### src/rtl/lock_digit_entry.sv
// ============================================================================
// Module : lock_digit_entry
// Brief  : Synchronises and debounces the lock keypad, captures one digit per
//          enter press and offers it to the lock FSM over valid/ready.
//          Optional range check: define LOCK_DIGIT_RANGE_CHECK_EN.
// Rev    : 1.0 - initial release
// ============================================================================
`default_nettype none

module lock_digit_entry #(
    parameter int DEBOUNCE_CYCLES = 16,
    parameter int MAX_DIGITS      = 6
) (
    input  logic       clk,
    input  logic       rst_n,
    input  logic [3:0] sw_in,
    input  logic       key_enter_n,
    input  logic       key_clear_n,
    output logic [3:0] digit_out,
    output logic       digit_valid,
    input  logic       digit_ready,
    output logic       clear_pulse,
    output logic [2:0] entry_count,
    output logic       entry_full,
    output logic       digit_err
);

    localparam int         CNT_W = (DEBOUNCE_CYCLES > 1) ? $clog2(DEBOUNCE_CYCLES) : 1;
    localparam logic [2:0] C_MAX = 3'(MAX_DIGITS);

    typedef enum logic [1:0] {
        S_IDLE         = 2'd0,
        S_OFFER        = 2'd1,
        S_WAIT_RELEASE = 2'd2
    } state_t;

    logic [3:0] r_sw_s1, r_sw_s2;
    logic [1:0] r_key_s1, r_key_s2;   // [0] enter, [1] clear
    logic [1:0] w_press;
    logic       w_enter_level;
    logic       w_sw_bad;

    state_t     r_state, w_state_nxt;
    logic [3:0] r_digit_out, w_digit_out_nxt;
    logic       r_digit_valid, w_digit_valid_nxt;
    logic [2:0] r_entry_count, w_entry_count_nxt;
    logic       r_clear_pulse, w_clear_pulse_nxt;
    logic       r_digit_err, w_digit_err_nxt;

    always_ff @(posedge clk or negedge rst_n) begin
        if (!rst_n) begin
            r_sw_s1  <= 4'd0;
            r_sw_s2  <= 4'd0;
            r_key_s1 <= 2'b11;
            r_key_s2 <= 2'b11;
        end else begin
            r_sw_s1  <= sw_in;
            r_sw_s2  <= r_sw_s1;
            r_key_s1 <= {key_clear_n, key_enter_n};
            r_key_s2 <= r_key_s1;
        end
    end

    generate
        for (genvar k = 0; k < 2; k++) begin : g_debounce
            logic [CNT_W-1:0] r_cnt;
            logic             r_level;
            logic             w_flip;

            // Flip on the DEBOUNCE_CYCLES-th consecutive differing sample.
            assign w_flip     = (r_key_s2[k] != r_level) &&
                                (r_cnt == CNT_W'(DEBOUNCE_CYCLES - 1));
            assign w_press[k] = w_flip & ~r_key_s2[k];

            always_ff @(posedge clk or negedge rst_n) begin
                if (!rst_n) begin
                    r_cnt   <= '0;
                    r_level <= 1'b1;
                end else if (r_key_s2[k] == r_level) begin
                    r_cnt   <= '0;
                end else if (w_flip) begin
                    r_cnt   <= '0;
                    r_level <= r_key_s2[k];
                end else begin
                    r_cnt   <= r_cnt + 1'b1;
                end
            end

            if (k == 0) begin : g_enter_level
                assign w_enter_level = r_level;
            end
        end
    endgenerate

`ifdef LOCK_DIGIT_RANGE_CHECK_EN
    assign w_sw_bad = (r_sw_s2 > 4'd9);
`else
    assign w_sw_bad = 1'b0;
`endif

    always_ff @(posedge clk or negedge rst_n) begin
        if (!rst_n) begin
            r_state       <= S_IDLE;
            r_digit_out   <= 4'd0;
            r_digit_valid <= 1'b0;
            r_entry_count <= 3'd0;
            r_clear_pulse <= 1'b0;
            r_digit_err   <= 1'b0;
        end else begin
            r_state       <= w_state_nxt;
            r_digit_out   <= w_digit_out_nxt;
            r_digit_valid <= w_digit_valid_nxt;
            r_entry_count <= w_entry_count_nxt;
            r_clear_pulse <= w_clear_pulse_nxt;
            r_digit_err   <= w_digit_err_nxt;
        end
    end

    always_comb begin
        w_state_nxt       = r_state;
        w_digit_out_nxt   = r_digit_out;
        w_digit_valid_nxt = r_digit_valid;
        w_entry_count_nxt = r_entry_count;
        w_clear_pulse_nxt = 1'b0;
        w_digit_err_nxt   = 1'b0;

        // Clear has priority over any enter press or handshake in the same cycle.
        if (w_press[1]) begin
            w_clear_pulse_nxt = 1'b1;
            w_entry_count_nxt = 3'd0;
            w_digit_valid_nxt = 1'b0;
            w_state_nxt       = w_enter_level ? S_IDLE : S_WAIT_RELEASE;
        end else begin
            case (r_state)
                S_IDLE: begin
                    if (w_press[0]) begin
                        w_state_nxt = S_WAIT_RELEASE;
                        if (!entry_full) begin
                            if (w_sw_bad) begin
                                w_digit_err_nxt = 1'b1;
                            end else begin
                                w_digit_out_nxt   = r_sw_s2;
                                w_digit_valid_nxt = 1'b1;
                                w_state_nxt       = S_OFFER;
                            end
                        end
                    end
                end
                S_OFFER: begin
                    if (r_digit_valid && digit_ready) begin
                        if (r_entry_count != C_MAX) begin
                            w_entry_count_nxt = r_entry_count + 3'd1;
                        end
                        w_digit_valid_nxt = 1'b0;
                        w_state_nxt       = S_WAIT_RELEASE;
                    end
                end
                S_WAIT_RELEASE: begin
                    if (w_enter_level) begin
                        w_state_nxt = S_IDLE;
                    end
                end
                default: begin
                    w_state_nxt = S_IDLE;
                end
            endcase
        end
    end

    assign digit_out   = r_digit_out;
    assign digit_valid = r_digit_valid;
    assign entry_count = r_entry_count;
    assign entry_full  = (r_entry_count == C_MAX);
    assign clear_pulse = r_clear_pulse;
    assign digit_err   = r_digit_err;

endmodule

`default_nettype wire

### config.mk
export PLATFORM = sky130hd
export DESIGN_NAME = lock_digit_entry
export DESIGN_NICKNAME = d
export VERILOG_FILES = /design/src/rtl/lock_digit_entry.sv
export SDC_FILE = /design/constraint.sdc
export NUM_CORES = 1
export LEC_CHECK = 0
export ABC_CLOCK_PERIOD_IN_PS = 3700
export BUFFER_PORTS_ARGS = -buffer_cell sky130_fd_sc_hd__buf_2
export CAP_MARGIN = 40
export CELL_PAD_IN_SITES_DETAIL_PLACEMENT = 1
export CELL_PAD_IN_SITES_GLOBAL_PLACEMENT = 1
export CORE_MARGIN = 3
export CORE_UTILIZATION = 47
export DETAILED_ROUTE_END_ITERATION = 8
export GPL_TIMING_DRIVEN = 0
export PLACE_DENSITY_LB_ADDON = 0.1
export SYNTH_ARGS = -nofsm -noshare
export SYNTH_HDL_FRONTEND = slang
export SYNTH_SLANG_ARGS = --single-unit
export TNS_END_PERCENT = 100
### constraint.sdc
create_clock -name clk -period 3.7 [get_ports clk]
set_input_delay 0.555 -clock clk [delete_from_list [all_inputs] [get_ports clk]]
set_output_delay 0.555 -clock clk [all_outputs]
set_load 0.05 [all_outputs]
==> results.json, run 1 <==
{
  "unrepaired_setup_endpoints_after_global_routing": "no",
  "grt_pass1_vias": 860,
  "timing.critical_path.arrival_ns": 1.43,
  "synth_largest_type_area_fraction": 0.520,
  "switching_power_uw": 143,
  "endpoint": "entry_full",
  "synth_seq_area_share": 0.641,
  "place_worst_setup_slack_ns": 1.88,
  "netlist_area_um2": 1300,
  "synth_cells": 95,
  "maxSlewViolCount": 0,
  "initial_utilization": 0.511,
  "top_level_ports": 20,
  "floorplan.die.width_um": 58.6,
  "postCtsSetupBuffers": 0,
  "fmax_mhz": 504,
  "initial_antenna_violation_count": 0,
  "sequentialPowerShare": 0.519,
  "count_of_state_elements_after_synthesis": 33,
  "post_drt_wl_per_cell_um": 15.3,
  "cap_violations": 0,
  "cts.sinks": 33,
  "syn-mean-instance-area_um2": 13.7,
  "cts_made_buffers": 5,
  "synth.net_count": 108,
  "post_synth_fa_ha_maj_area_fraction": 0.0385,
  "clkPwrFrac": 0.443,
  "power.density_nw_per_um2": 482,
  "grt_overflow": 0,
  "totalNegativeSetupSlack_ns": 0,
  "met3WireLength_um": 134,
  "totalWireLength_mm": 2.30,
  "drc_errors": 0,
  "setup.worst_path.start": "entry_count[0]",
  "postCtsHoldBufs": 0,
  "met2RoutedLength_mm": 1.16,
  "most-common-layout-cells": "27 x sky130_fd_sc_hd__dfrtp_1, 18 x sky130_fd_sc_hd__buf_2, 6 x sky130_fd_sc_hd__nor2_1, 6 x sky130_fd_sc_hd__dfstp_2",
  "ys_top_cells_by_area": "sky130_fd_sc_hd__dfrtp_1 52%, sky130_fd_sc_hd__dfstp_2 12%, sky130_fd_sc_hd__mux2_4 4.6%",
  "clk_latency_ns": 0.33,
  "share_of_final_layout_standard_cells_stronger_than_drive_strength_1": 0.347,
  "route.layer.met1.wl_um": 967,
  "last_weighted_congestion_value_of_the_routability_driven_placer": 0.681,
  "die-area_um2": 3430,
  "std_cell_rows": 18,
  "critPathLaunchType": "flip-flop",
  "area.growth.synth_to_final_pct": 17.7,
  "n_antenna_cell": 0,
  "r2r_start": "g_debounce[1].r_cnt[0]",
  "yosys_warnings": 0,
  "period_minus_slack_ns": 1.98,
  "worstRegToRegCells": 5,
  "cts_tree": "built",
  "setup_ws_ns": 1.72,
  "groute.usage.overall": 0.158,
  "ir_worst_vdd_v": 0.000419,
  "cellInternalPower_uw": 595,
  "sw_frac_of_total": 0.194,
  "cts_h_tree_depth": 2,
  "commonest_non_fill_non_tap_cell_in_the_layout": "sky130_fd_sc_hd__dfrtp_1",
  "finalNonFillerCells": 151,
  "combinational_family_with_the_most_area_after_synthesis": "simple AND/OR/NAND/NOR gates",
  "dp.final_hpwl_mm": 1.57,
  "placed_cells": 143,
  "pwr-share-comb": 0.038,
  "synthMuxAreaShare": 0.0712,
  "cts.reportedPaths.clkPinSlew_ns": 0.10,
  "worst_case_clock_skew_ns": 0.0136,
  "synth_cell_types": 28,
  "postRouteAntennaNets": 0,
  "finalHoldViolations": 0,
  "dr.first_iter.drc_count": 20,
  "critPathMaxFanout": 4,
  "rr_endpoint": "digit_out[1]",
  "port-buffer-count": 18,
  "hold_path.class": "primary input to async pin",
  "global_route_wire_length_before_repair_mm": 3.88,
  "timing.hold.ws_ns": 0.262,
  "xor_xnor_share_of_the_synthesized_area": 0.0404,
  "leak_pwr_uw": 0.000755,
  "grt_start_max_net_pins": 34,
  "clk_root_buffer_cell": "sky130_fd_sc_hd__clkbuf_4",
  "num_vias": 802,
  "library_cell_with_the_largest_summed_area_after_synthesis": "sky130_fd_sc_hd__dfrtp_1",
  "count_of_cells_resized_by_post_cts_repair": 0,
  "route.detailed.vias_per_inst": 5.31,
  "die_h_um": 58.6,
  "run_status": "completed",
  "final-setup-viol-count": 0,
  "slew_headroom": 0.533,
  "firstDrtPassIters": 2,
  "min_period_over_period": 0.536,
  "design.final.nets": 133,
  "maxUsedRoutingLayer": "met4",
  "tightest_slew_ns": 0.701,
  "yosys.area_share.simple": 0.124,
  "synth_compound_area_frac": 0.0645,
  "worst_setup_path_end_kind": "output pin",
  "register_to_register_setup_slack_ns": 1.87,
  "design.core.area_um2": 2540,
  "timing.setup.critical_path_class": "flip-flop to output pin",
  "clockBufferDepth": 2,
  "worstPathRequired_ns": 3.14
}
==> layout make-up <==
type | count | area, um2
inverters | 4 | 15.0
repair buffers | 18 | 90.1
well taps | 30 | 37.5
flip-flops and latches | 33 | 833
plain buffers | 1 | 7.51
clock inverters | 3 | 65.1
multi-input cells | 57 | 444
fillers | 268 | 1010
clock buffers | 5 | 37.5
==> power groups by stage <==
| stage | clock (uW) | sequential (uW) | combinational [uW] |
|---|---|---|---|
| 2_1_floorplan | 0 | 388 | 14.6 |
| 3_3_place_gp | 0 | 388 | 27.2 |
| 6_report | 327 | 383 | 27.8 |
| 5_1_grt | 353 | 385 | 31.9 |
| 3_5_place_dp | 0 | 390 | 28.6 |
| 4_1_cts | 337 | 383 | 29.0 |
==> critical path: stages (launching register included) <==
cell and delay, ns:
sky130_fd_sc_hd__dfrtp_1 0.41, sky130_fd_sc_hd__inv_1 0.10, sky130_fd_sc_hd__ha_1 0.15, sky130_fd_sc_hd__nand2_1 0.11
sky130_fd_sc_hd__inv_1 0.09, sky130_fd_sc_hd__buf_2 0.26
==> per-stage QoR <==
step	area (um2)	total power [uW]	util
after floorplan	1300	402	-
after global placement	1430	416	0.561
after detailed placement	1430	419	0.561
after CTS	1530	750	0.601
after global routing	1530	770	0.601
final	1530	738	0.601
==> sequential cells by signal (all words and copies together) (netlist names), 3 cells and up <==
signal            cells
r_sw_s2               4
digit_out             4
g_debounce.r_cnt      8
r_sw_s1               4
entry_count           3
==> metal layers <==
| layer | vias to the layer above | global-route usage |
|---|---|---|
| met5 | - | 0 |
| met4 | 0 | 0.0680 |
| met3 | 6 | 0.0658 |
| met2 | 18 | 0.262 |
| met1 | 395 | 0.179 |
| li1 | 383 | - |
==> worst min-delay path by stage <==
stage / from / endpoint / cells after the start
final: rst_n / entry_count[0] / 1
after global routing: rst_n / entry_count[0] / 1
after CTS: rst_n / digit_valid / 1
after detailed placement: r_sw_s1[0] / r_sw_s2[0] / 0
after global placement: r_sw_s1[3] / r_sw_s2[3] / 0
after floorplan: rst_n / clear_pulse / 0
==> cells by family after synthesis <==
kind of cell,count (synthesis)
fa+ha+maj,4
buf+inv,5
xor+xnor,6
compound gates,13
simple gates,26
mux,7
other cells,1
flops,33
==> Yosys cell counts <==
master	n
sky130_fd_sc_hd__dfstp_2	6
sky130_fd_sc_hd__nand4_1	2
sky130_fd_sc_hd__nor3_1	2
sky130_fd_sc_hd__dfrtp_1	27
sky130_fd_sc_hd__ha_1	4
sky130_fd_sc_hd__buf_4	1
sky130_fd_sc_hd__a21oi_1	5
sky130_fd_sc_hd__nor2_4	1
sky130_fd_sc_hd__a311oi_1	2
sky130_fd_sc_hd__nor2b_1	4
sky130_fd_sc_hd__a31oi_1	2
sky130_fd_sc_hd__o21ai_0	2
sky130_fd_sc_hd__nand4bb_1	1
sky130_fd_sc_hd__mux2i_1	1
sky130_fd_sc_hd__nand3_2	1
sky130_fd_sc_hd__xnor2_1	5
sky130_fd_sc_hd__nor2_1	6
sky130_fd_sc_hd__nor3b_4	1
sky130_fd_sc_hd__xor2_1	1
sky130_fd_sc_hd__a21o_1	1
sky130_fd_sc_hd__and3_1	2
sky130_fd_sc_hd__conb_1	1
sky130_fd_sc_hd__mux2_2	2
sky130_fd_sc_hd__a2111o_1	1
sky130_fd_sc_hd__inv_1	4
sky130_fd_sc_hd__mux2_4	4
sky130_fd_sc_hd__nand4b_1	1
sky130_fd_sc_hd__nand2_1	5
Power figures use the tool's default switching activity.
==> run 2: changes to the inputs <==
ABC_CLOCK_PERIOD_IN_PS = 1750   (was 3700)
CORE_UTILIZATION = 40   (was 47)
clock period = 1.75 ns   (was 3.7 ns; I/O delays follow)
==> run 2 against run 1 <==
  * Register-to-register slack got worse by 1.8 ns
  * Sequential cell count unchanged
  * Sequential power increased by 110%
  * Cell count is 13% higher
  * Critical path depth unchanged
  * Worst setup slack worse by 1.6 ns
  * Total power up 84%
  * Design area up 4.2%
  * First-iteration DRC count down 5.0%
  * Clock skew shrank 0.0052 ns
  * Global-route usage decreased by 2.5 points
  * Routed wire length hardly changed
  * Largest power group unchanged
==> results.json, run 2 (synthesis results as in run 1) <==
{
  "run_status": "completed",
  "clk_root_buffer_cell": "sky130_fd_sc_hd__clkbuf_4",
  "timing.hold.worst_path_depth": 1,
  "cap_violations": 0,
  "ir_worst_vdd_v": 0.000489,
  "dp.final_hpwl_mm": 1.53,
  "last_weighted_congestion_value_of_the_routability_driven_placer": 0.822,
  "floorplan.die.width_um": 63.0,
  "maxSlewViolCount": 0,
  "sequentialPowerShare": 0.596,
  "grt_start_max_net_pins": 34,
  "cts_h_tree_depth": 2,
  "postRouteAntennaNets": 0,
  "worstRegToRegCells": 5,
  "design.final.nets": 139,
  "switching_power_uw": 300,
  "num_vias": 814,
  "clkPwrFrac": 0.349,
  "pwr-share-comb": 0.055,
  "post-route-cell-area_um2": 1590,
  "multi_input_area_um2": 462,
  "initial_antenna_violation_count": 0,
  "finalHoldViolations": 0,
  "totalWireLength_mm": 2.30,
  "clk_latency_ns": 0.33,
  "firstDrtPassIters": 4,
  "slew_headroom": 0.530,
  "cts.reportedPaths.clkPinSlew_ns": 0.10,
  "critPathLaunchType": "flip-flop",
  "hp-start": "sw_in[0]",
  "hold_path.class": "primary input to flip-flop",
  "sequential_cell_area_um2": 836,
  "std_cell_rows": 20,
  "power.density_nw_per_um2": 853,
  "cts_tree": "built",
  "most-common-layout-cells": "25 x sky130_fd_sc_hd__dfrtp_1, 17 x sky130_fd_sc_hd__buf_2, 6 x sky130_fd_sc_hd__nor2_1, 6 x sky130_fd_sc_hd__dfstp_2",
  "timing.setup.critical_path_class": "flip-flop to flip-flop",
  "grt_pass1_vias": 935,
  "n_antenna_cell": 0,
  "cts_made_buffers": 5,
  "design.core.area_um2": 3080,
  "largest_reg_by_ff_count": "g_debounce.r_cnt",
  "groute.usage.overall": 0.132,
  "dr.first_iter.drc_count": 19,
  "register_to_register_setup_slack_ns": 0.1,
  "cellInternalPower_uw": 1060,
  "grt_overflow": 0,
  "sw_frac_of_total": 0.221,
  "hold_end": "r_sw_s1[0]",
  "leak_pwr_uw": 0.000764,
  "post_drt_wl_per_cell_um": 13.5,
  "fmax_mhz": 605,
  "unrepaired_setup_endpoints_after_global_routing": "no",
  "final-setup-viol-count": 0,
  "area.growth.synth_to_final_pct": 22.6,
  "cts.sinks": 33,
  "die_h_um": 63.0,
  "power_uw": 1360,
  "tightest_slew_ns": 0.705,
  "min_period_over_period": 0.945,
  "port-buffer-count": 18,
  "worstPathRequired_ns": 1.96,
  "rr_endpoint": "digit_out[1]",
  "worst_setup_path_end_kind": "flip-flop",
  "placement.cell_area_um2": 1450,
  "top_level_ports": 20,
  "route.detailed.vias_per_inst": 4.76,
  "timing.critical_path.arrival_ns": 1.87,
  "period_minus_slack_ns": 1.65,
  "drc_errors": 0,
  "nFillCells": 334,
  "largest_reg_flops": 8,
  "global_route_wire_length_before_repair_mm": 4.00,
  "commonest_non_fill_non_tap_cell_in_the_layout": "sky130_fd_sc_hd__dfrtp_1",
  "r2r_start": "g_debounce[0].r_cnt[1]",
  "share_of_final_layout_standard_cells_stronger_than_drive_strength_1": 0.386,
  "clockBufferDepth": 2,
  "initial_utilization": 0.422,
  "worst_case_clock_skew_ns": 0.00836,
  "die-area_um2": 3970,
  "critPathMaxFanout": 4
}
-- run 2: per-layer routing --
layer	global-route usage	vias up	routed length, um
li1	-	395	-
met1	0.137	399	940
met2	0.227	16	1230
met3	0.0629	4	106
met4	0.0579	0	24
met5	0	-	0
-- run 2: power by group through the flow --
stage	clock network [uW]	logic [uW]	registers [uW]
floorplan	0	30.9	819
global placement	0	58.0	822
detailed placement	0	60.2	824
CTS	504	69.1	809
global route	542	85.5	815
finish	475	74.3	811
-- run 2: what timing repair did --
action / CTS / global route
endpoints found under the hold margin: 29 / 0
buffers inserted: 2 / 1
pin swaps: 3 / 2
setup endpoints to repair: 4 / 5
hold buffers: 3 / 0
resized for setup: 1 / 5
-- run 2: metrics by stage --
stage	TNS (ns)	setup WS, ns	hold slack [ns]	instances	utilization
CTS	0	0.00343	0.0116	170	0.509
finish	0	0.0965	0.0389	171	0.518
floorplan	0	0.0260	-0.0331	95	-
global route	0	0.00185	0.0147	171	0.518
global placement	-0.281	-0.0713	0.332	157	0.470
detailed placement	-0.326	-0.0847	0.338	157	0.470
-- run 2: worst max path at each step --
| stage | from | endpoint | slack (ns) |
|---|---|---|---|
| after floorplan | entry_count[0] | digit_out[0] | 0.03 |
| after global placement | g_debounce[1].r_cnt[0] | digit_out[2] | -0.07 |
| after detailed placement | g_debounce[1].r_cnt[0] | digit_out[1] | -0.08 |
| after CTS | g_debounce[0].r_cnt[1] | digit_out[1] | 0.003 |
| after global routing | g_debounce[0].r_cnt[1] | digit_out[1] | 0.002 |
| final | g_debounce[0].r_cnt[1] | digit_out[1] | 0.1 |
-- run 2: critical path, cell delays in order (launching register included) --
cell and delay [ns]:
sky130_fd_sc_hd__dfrtp_1 0.43, sky130_fd_sc_hd__ha_4 0.17, sky130_fd_sc_hd__and3_4 0.20, sky130_fd_sc_hd__nand4_1 0.19, sky130_fd_sc_hd__nor2_4 0.23, sky130_fd_sc_hd__mux2_4 0.32
-- run 2: layout make-up --
cell class                 instances  area share
buffer                             1     0.00471
clock buffer                       7      0.0408
clock inverter                     1     0.00314
inverter                           4     0.00942
multi-input combinational         57       0.290
sequential                        33       0.524
tap                               44      0.0345
timing repair buffer              24      0.0934
==> run 3: changes to the inputs <==
CELL_PAD_IN_SITES_DETAIL_PLACEMENT = default   (was 1)
CELL_PAD_IN_SITES_GLOBAL_PLACEMENT = default   (was 1)
CORE_UTILIZATION = 49   (was 40)
PLACE_DENSITY = 0.73   (was default)
PLACE_DENSITY_LB_ADDON = default   (was 0.1)
==> run 3 against run 2 <==
  * Via count decreased by 1.8%
  * Maximum frequency decreased by 0.94%
  * Global-route usage increased by 0.88 points
  * Largest cell class unchanged
  * Clock skew decreased by 0.0049 ns
  * Register-to-register slack got worse by 0.02 ns
  * Count of clock-buffer cells in the layout unchanged
  * Sequential power about the same
  * Total power increased by 7.7%
  * Worst setup slack got worse by 0.016 ns
==> results.json, run 3 (synthesis results as in run 1) <==
{
  "drc_errors": 0,
  "hold_path.class": "primary input to flip-flop",
  "place_worst_setup_slack_ns": -0.0390,
  "most-common-layout-cells": "25 x sky130_fd_sc_hd__dfrtp_1, 17 x sky130_fd_sc_hd__buf_2, 6 x sky130_fd_sc_hd__nor2_1, 6 x sky130_fd_sc_hd__dfstp_2",
  "grt_start_max_net_pins": 34,
  "largest_reg_by_ff_count": "g_debounce.r_cnt",
  "route.detailed.vias_per_inst": 5.09,
  "setup.worst_path.start": "g_debounce[0].r_cnt[0]",
  "ir_worst_vdd_v": 0.000815,
  "grt_pass1_vias": 797,
  "grt_overflow": 0,
  "design.final.nets": 139,
  "cap_violations": 0,
  "dp.final_hpwl_mm": 1.39,
  "post_route_core_utilization": 0.635,
  "timing.hold.ws_ns": 0.0279,
  "largest_reg_flops": 8,
  "clk_latency_ns": 0.33,
  "worst_setup_path_end_kind": "flip-flop",
  "final-setup-viol-count": 0,
  "top_level_ports": 20,
  "power.density_nw_per_um2": 923,
  "timing.setup.critical_path_class": "flip-flop to flip-flop",
  "cts.reportedPaths.clkPinSlew_ns": 0.09,
  "groute.usage.overall": 0.141,
  "timing.critical_path.arrival_ns": 1.90,
  "cts_tree": "built",
  "slew_headroom": 0.541,
  "num_vias": 799,
  "commonest_non_fill_non_tap_cell_in_the_layout": "sky130_fd_sc_hd__dfrtp_1",
  "die_h_um": 57.5,
  "initial_utilization": 0.520,
  "cts_made_buffers": 5,
  "clk_root_buffer_cell": "sky130_fd_sc_hd__clkbuf_4",
  "worstRegToRegCells": 5,
  "rr_endpoint": "digit_out[0]",
  "floorplan.die.width_um": 57.5,
  "global_route_wire_length_before_repair_mm": 3.37,
  "post_drt_wl_per_cell_um": 13.0,
  "dr.first_iter.drc_count": 24,
  "cts.sinks": 33,
  "setup_ws_ns": 0.0808,
  "firstDrtPassIters": 4,
  "leak_pwr_uw": 0.000768,
  "critPathMaxFanout": 4,
  "die-area_um2": 3310,
  "power_uw": 1470,
  "worst_case_clock_skew_ns": 0.00342,
  "critPathLaunchType": "flip-flop",
  "endpoint": "digit_out[0]",
  "share_of_final_layout_standard_cells_stronger_than_drive_strength_1": 0.378,
  "run_status": "completed",
  "maxSlewViolCount": 0,
  "area.growth.synth_to_final_pct": 22.1,
  "tightest_slew_ns": 0.688,
  "period_minus_slack_ns": 1.67,
  "totalWireLength_mm": 2.03,
  "clockBufferDepth": 2,
  "fmax_mhz": 599,
  "worstPathRequired_ns": 1.98,
  "finalHoldViolations": 0,
  "last_weighted_congestion_value_of_the_routability_driven_placer": 0.810,
  "initial_antenna_violation_count": 0,
  "register_to_register_setup_slack_ns": 0.08,
  "design.core.area_um2": 2500,
  "r2r_start": "g_debounce[0].r_cnt[0]",
  "n_antenna_cell": 0,
  "port-buffer-count": 18,
  "std_cell_rows": 18,
  "postRouteAntennaNets": 0,
  "cts_h_tree_depth": 2,
  "min_period_over_period": 0.954
}
run 3: cell type report:
class	instances	area (um2)
clock buffer	7	55.1
inverter	4	15.0
multi-input combinational	57	462
tap	30	37.5
clock inverter	1	30.0
buffer	1	7.51
sequential	33	836
timing repair buffer	24	145
fill	202	912
run 3: per-stage QoR:
stage                     TNS (ns)  instance area [um2]  instances
after floorplan                  0                 1300         95
after global placement     -0.0350                 1430        143
after detailed placement    -0.149                 1430        143
after CTS                        0                 1540        153
after global routing      -0.00950                 1590        157
final                            0                 1590        157
run 3: metal layers:
metal | part of all wire | global-route usage | up-vias
li1 | - | - | 391
met1 | 0.43 | 0.158 | 380
met2 | 0.49 | 0.224 | 21
met3 | 0.050 | 0.0475 | 7
met4 | 0.029 | 0.0993 | 0
met5 | 0 | 0 | -
run 3: worst min-delay path by stage:
stage                     start           to  slack (ns)  cells past startpoint
floorplan                 rst_n  clear_pulse       -0.03                      0
global placement     r_sw_s1[1]   r_sw_s2[1]        0.33                      0
detailed placement   r_sw_s1[3]   r_sw_s2[3]        0.34                      0
CTS                 key_clear_n  r_key_s1[1]       0.001                      1
global route           sw_in[3]   r_sw_s1[3]       0.004                      1
finish                 sw_in[2]   r_sw_s1[2]        0.03                      1
run 3: power by group:
group | internal (uW) | switching, uW | total (uW)
sequential | 791 | 19.4 | 811
combinational | 33.1 | 35.5 | 68.6
clock | 341 | 245 | 586
total | 1170 | 300 | 1470
run 3: repair_timing:
item / 4_1_cts / 5_1_grt
endpoints found under the setup margin: 4 / 5
pin swaps: 3 / 3
resized for setup: 1 / 4
buffers inserted: 1 / 2
hold endpoints to repair: 27 / 2
hold buffers: 1 / 2
run 3: critical path, stage by stage, from the launching register on:
cell and delay, ns:
sky130_fd_sc_hd__dfrtp_1 0.43, sky130_fd_sc_hd__ha_4 0.17, sky130_fd_sc_hd__and3_4 0.20, sky130_fd_sc_hd__nand4_1 0.21, sky130_fd_sc_hd__nor2_4 0.24, sky130_fd_sc_hd__mux2_4 0.32
